File: src/rtl/ps2_pkg.sv
// Shared constants and parse-state type for the PS/2 set-2 key decoder.
package ps2_pkg;

    typedef enum logic [1:0] {
        PS_NORMAL = 2'd0,
        PS_E0     = 2'd1,
        PS_F0     = 2'd2,
        PS_E0F0   = 2'd3
    } parse_t;

    localparam logic [7:0] PS2_PFX_EXT = 8'hE0;
    localparam logic [7:0] PS2_PFX_BRK = 8'hF0;
    localparam logic [7:0] PS2_BAT_OK  = 8'hAA;
    localparam logic [7:0] PS2_ERR     = 8'hFF;
    localparam logic [7:0] PS2_ERR0    = 8'h00;

    localparam logic [0:0] POP_IDLE = 1'b0;
    localparam logic [0:0] POP_BUSY = 1'b1;

endpackage

File: src/rtl/ps2_scan_to_ascii.sv
// Combinational set-2 scan code to ASCII lookup; extended codes give 0x00.
module ps2_scan_to_ascii
    import ps2_pkg::*;
(
    input  logic [7:0] code,
    input  logic       ext,
    output logic [7:0] ascii
);

    always_comb begin
        ascii = 8'h00;
        if (!ext) begin
            case (code)
                8'h1C: ascii = 8'h61;
                8'h32: ascii = 8'h62;
                8'h21: ascii = 8'h63;
                8'h23: ascii = 8'h64;
                8'h24: ascii = 8'h65;
                8'h2B: ascii = 8'h66;
                8'h34: ascii = 8'h67;
                8'h33: ascii = 8'h68;
                8'h43: ascii = 8'h69;
                8'h3B: ascii = 8'h6A;
                8'h42: ascii = 8'h6B;
                8'h4B: ascii = 8'h6C;
                8'h3A: ascii = 8'h6D;
                8'h31: ascii = 8'h6E;
                8'h44: ascii = 8'h6F;
                8'h4D: ascii = 8'h70;
                8'h15: ascii = 8'h71;
                8'h2D: ascii = 8'h72;
                8'h1B: ascii = 8'h73;
                8'h2C: ascii = 8'h74;
                8'h3C: ascii = 8'h75;
                8'h2A: ascii = 8'h76;
                8'h1D: ascii = 8'h77;
                8'h22: ascii = 8'h78;
                8'h35: ascii = 8'h79;
                8'h1A: ascii = 8'h7A;
                8'h45: ascii = 8'h30;
                8'h16: ascii = 8'h31;
                8'h1E: ascii = 8'h32;
                8'h26: ascii = 8'h33;
                8'h25: ascii = 8'h34;
                8'h2E: ascii = 8'h35;
                8'h36: ascii = 8'h36;
                8'h3D: ascii = 8'h37;
                8'h3E: ascii = 8'h38;
                8'h46: ascii = 8'h39;
                8'h29: ascii = 8'h20;
                8'h5A: ascii = 8'h0D;
                8'h66: ascii = 8'h08;
                default: ascii = 8'h00;
            endcase
        end
    end

endmodule

File: src/rtl/ps2_key_decoder.sv
// Pops bytes from the PS/2 receiver FIFO and tracks the most recent key.
module ps2_key_decoder
    import ps2_pkg::*;
#(
    parameter int COUNT_W = 8
) (
    input  logic               clock,
    input  logic               resetn,
    input  logic [7:0]         kb_data,
    input  logic               kb_ready,
    input  logic               kb_overflow,
    output logic               kb_nextdata_n,
    output logic               key_down,
    output logic [7:0]         key_code,
    output logic               key_ext,
    output logic [7:0]         key_ascii,
    output logic [COUNT_W-1:0] press_count,
    output logic               key_event,
    output logic               ovf_sticky
);

    logic [0:0] pop_st;
    logic [7:0] byte_r;
    parse_t     parse_st;
    parse_t     parse_nx;
    logic       do_make;
    logic       do_break;
    logic       cur_ext;
    logic       is_held;
    logic       is_junk;
    logic       is_ext;
    logic       is_brk;
    logic [7:0] ascii_w;

    assign is_ext  = (byte_r == PS2_PFX_EXT);
    assign is_brk  = (byte_r == PS2_PFX_BRK);
    assign is_junk = (byte_r == PS2_ERR0) || (byte_r == PS2_BAT_OK)
                  || (byte_r == PS2_ERR);

    always_comb begin
        parse_nx = parse_st;
        do_make  = 1'b0;
        do_break = 1'b0;
        cur_ext  = 1'b0;
        unique case (parse_st)
            PS_NORMAL: begin
                if (is_ext)       parse_nx = PS_E0;
                else if (is_brk)  parse_nx = PS_F0;
                else if (!is_junk) do_make = 1'b1;
            end
            PS_E0: begin
                cur_ext = 1'b1;
                if (is_brk)      parse_nx = PS_E0F0;
                else if (!is_ext) begin
                    do_make  = 1'b1;
                    parse_nx = PS_NORMAL;
                end
            end
            PS_F0: begin
                if (is_ext)      parse_nx = PS_E0F0;
                else if (!is_brk) begin
                    do_break = 1'b1;
                    parse_nx = PS_NORMAL;
                end
            end
            PS_E0F0: begin
                cur_ext = 1'b1;
                if (!is_ext && !is_brk) begin
                    do_break = 1'b1;
                    parse_nx = PS_NORMAL;
                end
            end
            default: parse_nx = PS_NORMAL;
        endcase
    end

    // A make of the held key is typematic; a break must match the held key.
    assign is_held = key_down && (key_code == byte_r) && (key_ext == cur_ext);

    ps2_scan_to_ascii u_rom (
        .code  (byte_r),
        .ext   (cur_ext),
        .ascii (ascii_w)
    );

    always_ff @(posedge clock or negedge resetn) begin
        if (!resetn) begin
            pop_st        <= POP_IDLE;
            byte_r        <= 8'h00;
            parse_st      <= PS_NORMAL;
            kb_nextdata_n <= 1'b1;
            key_down      <= 1'b0;
            key_code      <= 8'h00;
            key_ext       <= 1'b0;
            key_ascii     <= 8'h00;
            press_count   <= '0;
            key_event     <= 1'b0;
            ovf_sticky    <= 1'b0;
        end else begin
            key_event  <= 1'b0;
            ovf_sticky <= ovf_sticky | kb_overflow;
            if (pop_st == POP_IDLE) begin
                if (kb_ready) begin
                    byte_r        <= kb_data;
                    pop_st        <= POP_BUSY;
                    kb_nextdata_n <= 1'b0;
                end
            end else begin
                pop_st        <= POP_IDLE;
                kb_nextdata_n <= 1'b1;
                parse_st      <= parse_nx;
                if (do_make && !is_held) begin
                    key_down    <= 1'b1;
                    key_code    <= byte_r;
                    key_ext     <= cur_ext;
                    key_ascii   <= ascii_w;
                    press_count <= press_count + 1'b1;
                    key_event   <= 1'b1;
                end else if (do_break && is_held) begin
                    key_down  <= 1'b0;
                    key_event <= 1'b1;
                end
            end
        end
    end

endmodule

File: config.mk
export PLATFORM = sky130hd
export DESIGN_NAME = ps2_key_decoder
export DESIGN_NICKNAME = d
export VERILOG_FILES = /design/src/rtl/ps2_pkg.sv /design/src/rtl/ps2_scan_to_ascii.sv /design/src/rtl/ps2_key_decoder.sv
export SDC_FILE = /design/constraint.sdc
export NUM_CORES = 1
export LEC_CHECK = 0
export ABC_AREA = 1
export CORE_UTILIZATION = 45
export CTS_CLUSTER_DIAMETER = 120
export DETAILED_ROUTE_END_ITERATION = 8
export GPL_ROUTABILITY_DRIVEN = 1
export PLACE_DENSITY = 0.71
export RECOVER_POWER = 100
export SLEW_MARGIN = 10
export SYNTH_ARGS = -nofsm -noshare
export SYNTH_HDL_FRONTEND = slang
export SYNTH_SLANG_ARGS = --single-unit
File: constraint.sdc
create_clock -name clock -period 1.7 [get_ports clock]
set_input_delay 0.51 -clock clock [delete_from_list [all_inputs] [get_ports clock]]
set_output_delay 0.51 -clock clock [all_outputs]
set_load 0.01 [all_outputs]
==> run metrics <==
area post-placement around 3400 sq um; area of the multi-input gates ~1700 sq um; P_int 2620 uW; routed length per instance 14.3 microns; drt pass-1 iters 4; Total Neg Setup Slack -0.393 ns; Syn-to-layout area delta 38.5%; final std cells w/o fill 555; vias in the first global route 2689; post-route minimum period 1.74 ns; Cells after Synth 398; Gate power share between 50% and 60%; clock latency on the worst-skew pair 0.29 ns; aggregate global routing overflow 0; Synthesized Nets 418; die area 6370 sq um; unrepaired setup endpoints after global routing true; final wirelength 7.94 mm; final core occ between 60% and 70%; outcome finished with violations; class of the worst hold path in -> async; Worst-path clk slew approximately 0.080 ns; worst setup margin -0.0368 ns; Max Slew Vio Count 0; Detail Route Antenna Nets 0; YS warnings 0; Cell Area, Synth 2730 sq um; Switching Power 1910 uW; DR vias 2874; H-tree levels 2; worst slew pin tran 1.00 ns; Die Height 79.8 microns; layout cells sized above 1 approximately 28%; Cell Pwr Density 1200 nW/um^2; Seq/Total Area, Yosys 35.8%; syn avg cell area around 7 sq um; crit end category flip-flop; layout filler cell count about 510; violated checks setup timing; Worst Path Max Fanout 6; Crit Path Class reg -> reg; hold_buf cts 0; initial antenna violation count 0; first-pass GRT wire length 12.6 mm; switching share of power 42.1%; most frequent CP cell inv_4; final hold violations 0; core area 5680 sq um; Clock Path Buffers 2; drc violations 0; Worst Setup Start Kind flip-flop; Initial Util roughly half; Root Buffer clkbuf_8; overall routing resource usage 25.6%; number of diodes 0; crit path DAT 1.96 ns; register area 980 sq um; Worst IR Drop VDD 0.000740 V; die span in x ~80 microns; Max Fclk 576 MHz; Cell variety after synth 33; Worst EP required ~1.9 ns; Vias/cell 5.18; post-layout net count 502; DR iter-0 viols between 150 and 200; Final Cell Area 3780 sq um; Setup-failing EPs final 22; Final Wtd Congestion 0.943; Row Count 27; placed cells about 530; clock share of power roughly 14%; total of max-cap violations 0; CTS tree built; clock skew 0.00935 ns; commonest cells after routing, fill and taps aside nand2_1 (143), buf_4 (43), dfrtp_1 (36), nand3_1 (32), nor2_1 (29); post-DP HPWL 5.49 mm; R2R Setup Slk -0.04 ns; crit path cell chain inv_4 > ha_4 > inv_4 > nor3_4 > nand3_1 > nand3_2 > nand2_2 > nand3_4 > clkbuf_16 > nand2_1 > o21ai_2; Leak 0.00193 uW; register share of total power 32.1%; largest net degree at the start of global routing 40; fin crit share 102%; Yosys reg bits 39; TritonCTS Buffers 5; Port Buffers 39; commonest non-fill, non-tap cell in the layout nand2_1; Worst path max stage delay ~0.45 ns; clock sinks 39; Worst path slowest cell dfrtp_2; Ports 41; Slew HR 33.3%
==> logic make-up (layout without fill, tap and decap cells) <==
family | Yosys count | in the layout | synth area share (%)
adder cells (fa/ha/maj) | 8 | 8 | 3.67
XOR/XNOR | 8 | 8 | 2.57
flip-flops | 39 | 39 | 35.8
other | 1 | 1 | 0.138
AND/OR/NAND/NOR | 246 | 247 | 37.7
AO/OA/AOI/OAI | 46 | 46 | 10.1
buffers and inverters | 50 | 134 | 9.91
==> power by group through the flow <==
stage / clock network (uW) / logic (uW) / registers (uW)
after floorplan: 0 / 1140 / 1550
after global placement: 0 / 2090 / 1490
after detailed placement: 0 / 2120 / 1510
after CTS: 641 / 2230 / 1430
after global routing: 674 / 2710 / 1500
final: 615 / 2460 / 1460
==> routing by layer <==
layer  wire, microns  share of wire (%)  vias up  global-route usage, %
li1                -                  -     1423                      -
met1            3490                 44     1355                   35.0
met2            3910                 49       83                   41.9
met3             418                5.3       13                   3.89
met4             119                1.5        0                   7.50
met5               0                  0        -                      0
==> final cells by class <==
type                    count  share of cell area, %
multi-input cells         310                   43.9
flip-flops and latches     39                   25.9
repair buffers             91                   21.9
inverters                  35                   3.68
well taps                  72                   2.38
clock buffers               7                   2.02
clock inverters             1                  0.132
==> sequential cells by signal, indices dropped and copies added, names as in the netlist <==
signal	cells
byte_r	8
key_ascii	7
parse_st	2
key_code	8
key_ext	1
ovf_sticky	1
press_count	8
key_event	1
kb_nextdata_n	1
pop_st	1
key_down	1
==> through the flow <==
step                power, uW  worst slack [ns]  hold WS [ns]
finish                   4530           -0.0368         0.456
detailed placement       3630           -0.0655         0.451
CTS                      4300           -0.0551         0.179
global route             4890            -0.151         0.497
global placement         3580           0.00913         0.446
floorplan                2700           0.00482         0.214
==> synth_stat cells <==
| master | n | area, sq um |
|---|---|---|
| conb_1 | 1 | 3.75 |
| nor2_4 | 1 | 11.3 |
| o211ai_1 | 1 | 7.51 |
| xor2_1 | 3 | 26.3 |
| nand3b_1 | 1 | 7.51 |
| clkinv_1 | 1 | 3.75 |
| o21ai_0 | 21 | 105 |
| ha_1 | 8 | 100 |
| inv_1 | 24 | 90.1 |
| o21ai_1 | 2 | 10.0 |
| nand2_1 | 159 | 597 |
| buf_12 | 1 | 20.0 |
| buf_8 | 1 | 15.0 |
| buf_4 | 3 | 22.5 |
| clkbuf_1 | 2 | 7.51 |
| nor3_1 | 2 | 10.0 |
| nand3_1 | 35 | 175 |
| dfstp_2 | 1 | 26.3 |
| o21ai_2 | 10 | 87.6 |
| nand4_1 | 3 | 18.8 |
| or2_2 | 2 | 12.5 |
| buf_2 | 3 | 15.0 |
| inv_4 | 1 | 6.26 |
| nor2_1 | 32 | 120 |
| nand2_2 | 8 | 50.1 |
| nor2_2 | 1 | 6.26 |
| a21oi_1 | 11 | 55.1 |
| xnor2_1 | 5 | 43.8 |
| dfrtp_1 | 38 | 951 |
| nand3_2 | 2 | 20.0 |
| inv_2 | 9 | 33.8 |
| o21bai_2 | 1 | 11.3 |
| buf_6 | 5 | 56.3 |
==> repair_timing <==
item	4_1_cts	5_1_grt
setup buffers	9	5
pin swaps	2	18
resized for setup	23	61
endpoints found under the setup margin	45	39
gates cloned	1	3
endpoints found under the hold margin	0	0
==> worst paths after layout <==
kind	end	cells after the start	startpoint
max	press_count[2]$_DFFE_PN0P_	11	byte_r[0]$_DFFE_PN0P_
min	key_code[4]$_DFFE_PN0P_	2	resetn
max reg2reg	press_count[2]$_DFFE_PN0P_	11	byte_r[0]$_DFFE_PN0P_
min reg2reg	ovf_sticky$_DFF_PN0_	1	ovf_sticky$_DFF_PN0_
max in group asynchronous	byte_r[1]$_DFFE_PN0P_	2	resetn
min in group clock	ovf_sticky$_DFF_PN0_	1	ovf_sticky$_DFF_PN0_
==> worst max-delay path: cells and delay by family (launching register included) <==
kind            cells  cell delay, ns
buf+inv             3            0.33
fa+ha+maj           1            0.15
simple gates        6            0.68
flops               1            0.45
compound gates      1            0.05
Power figures use the tool's default switching activity.
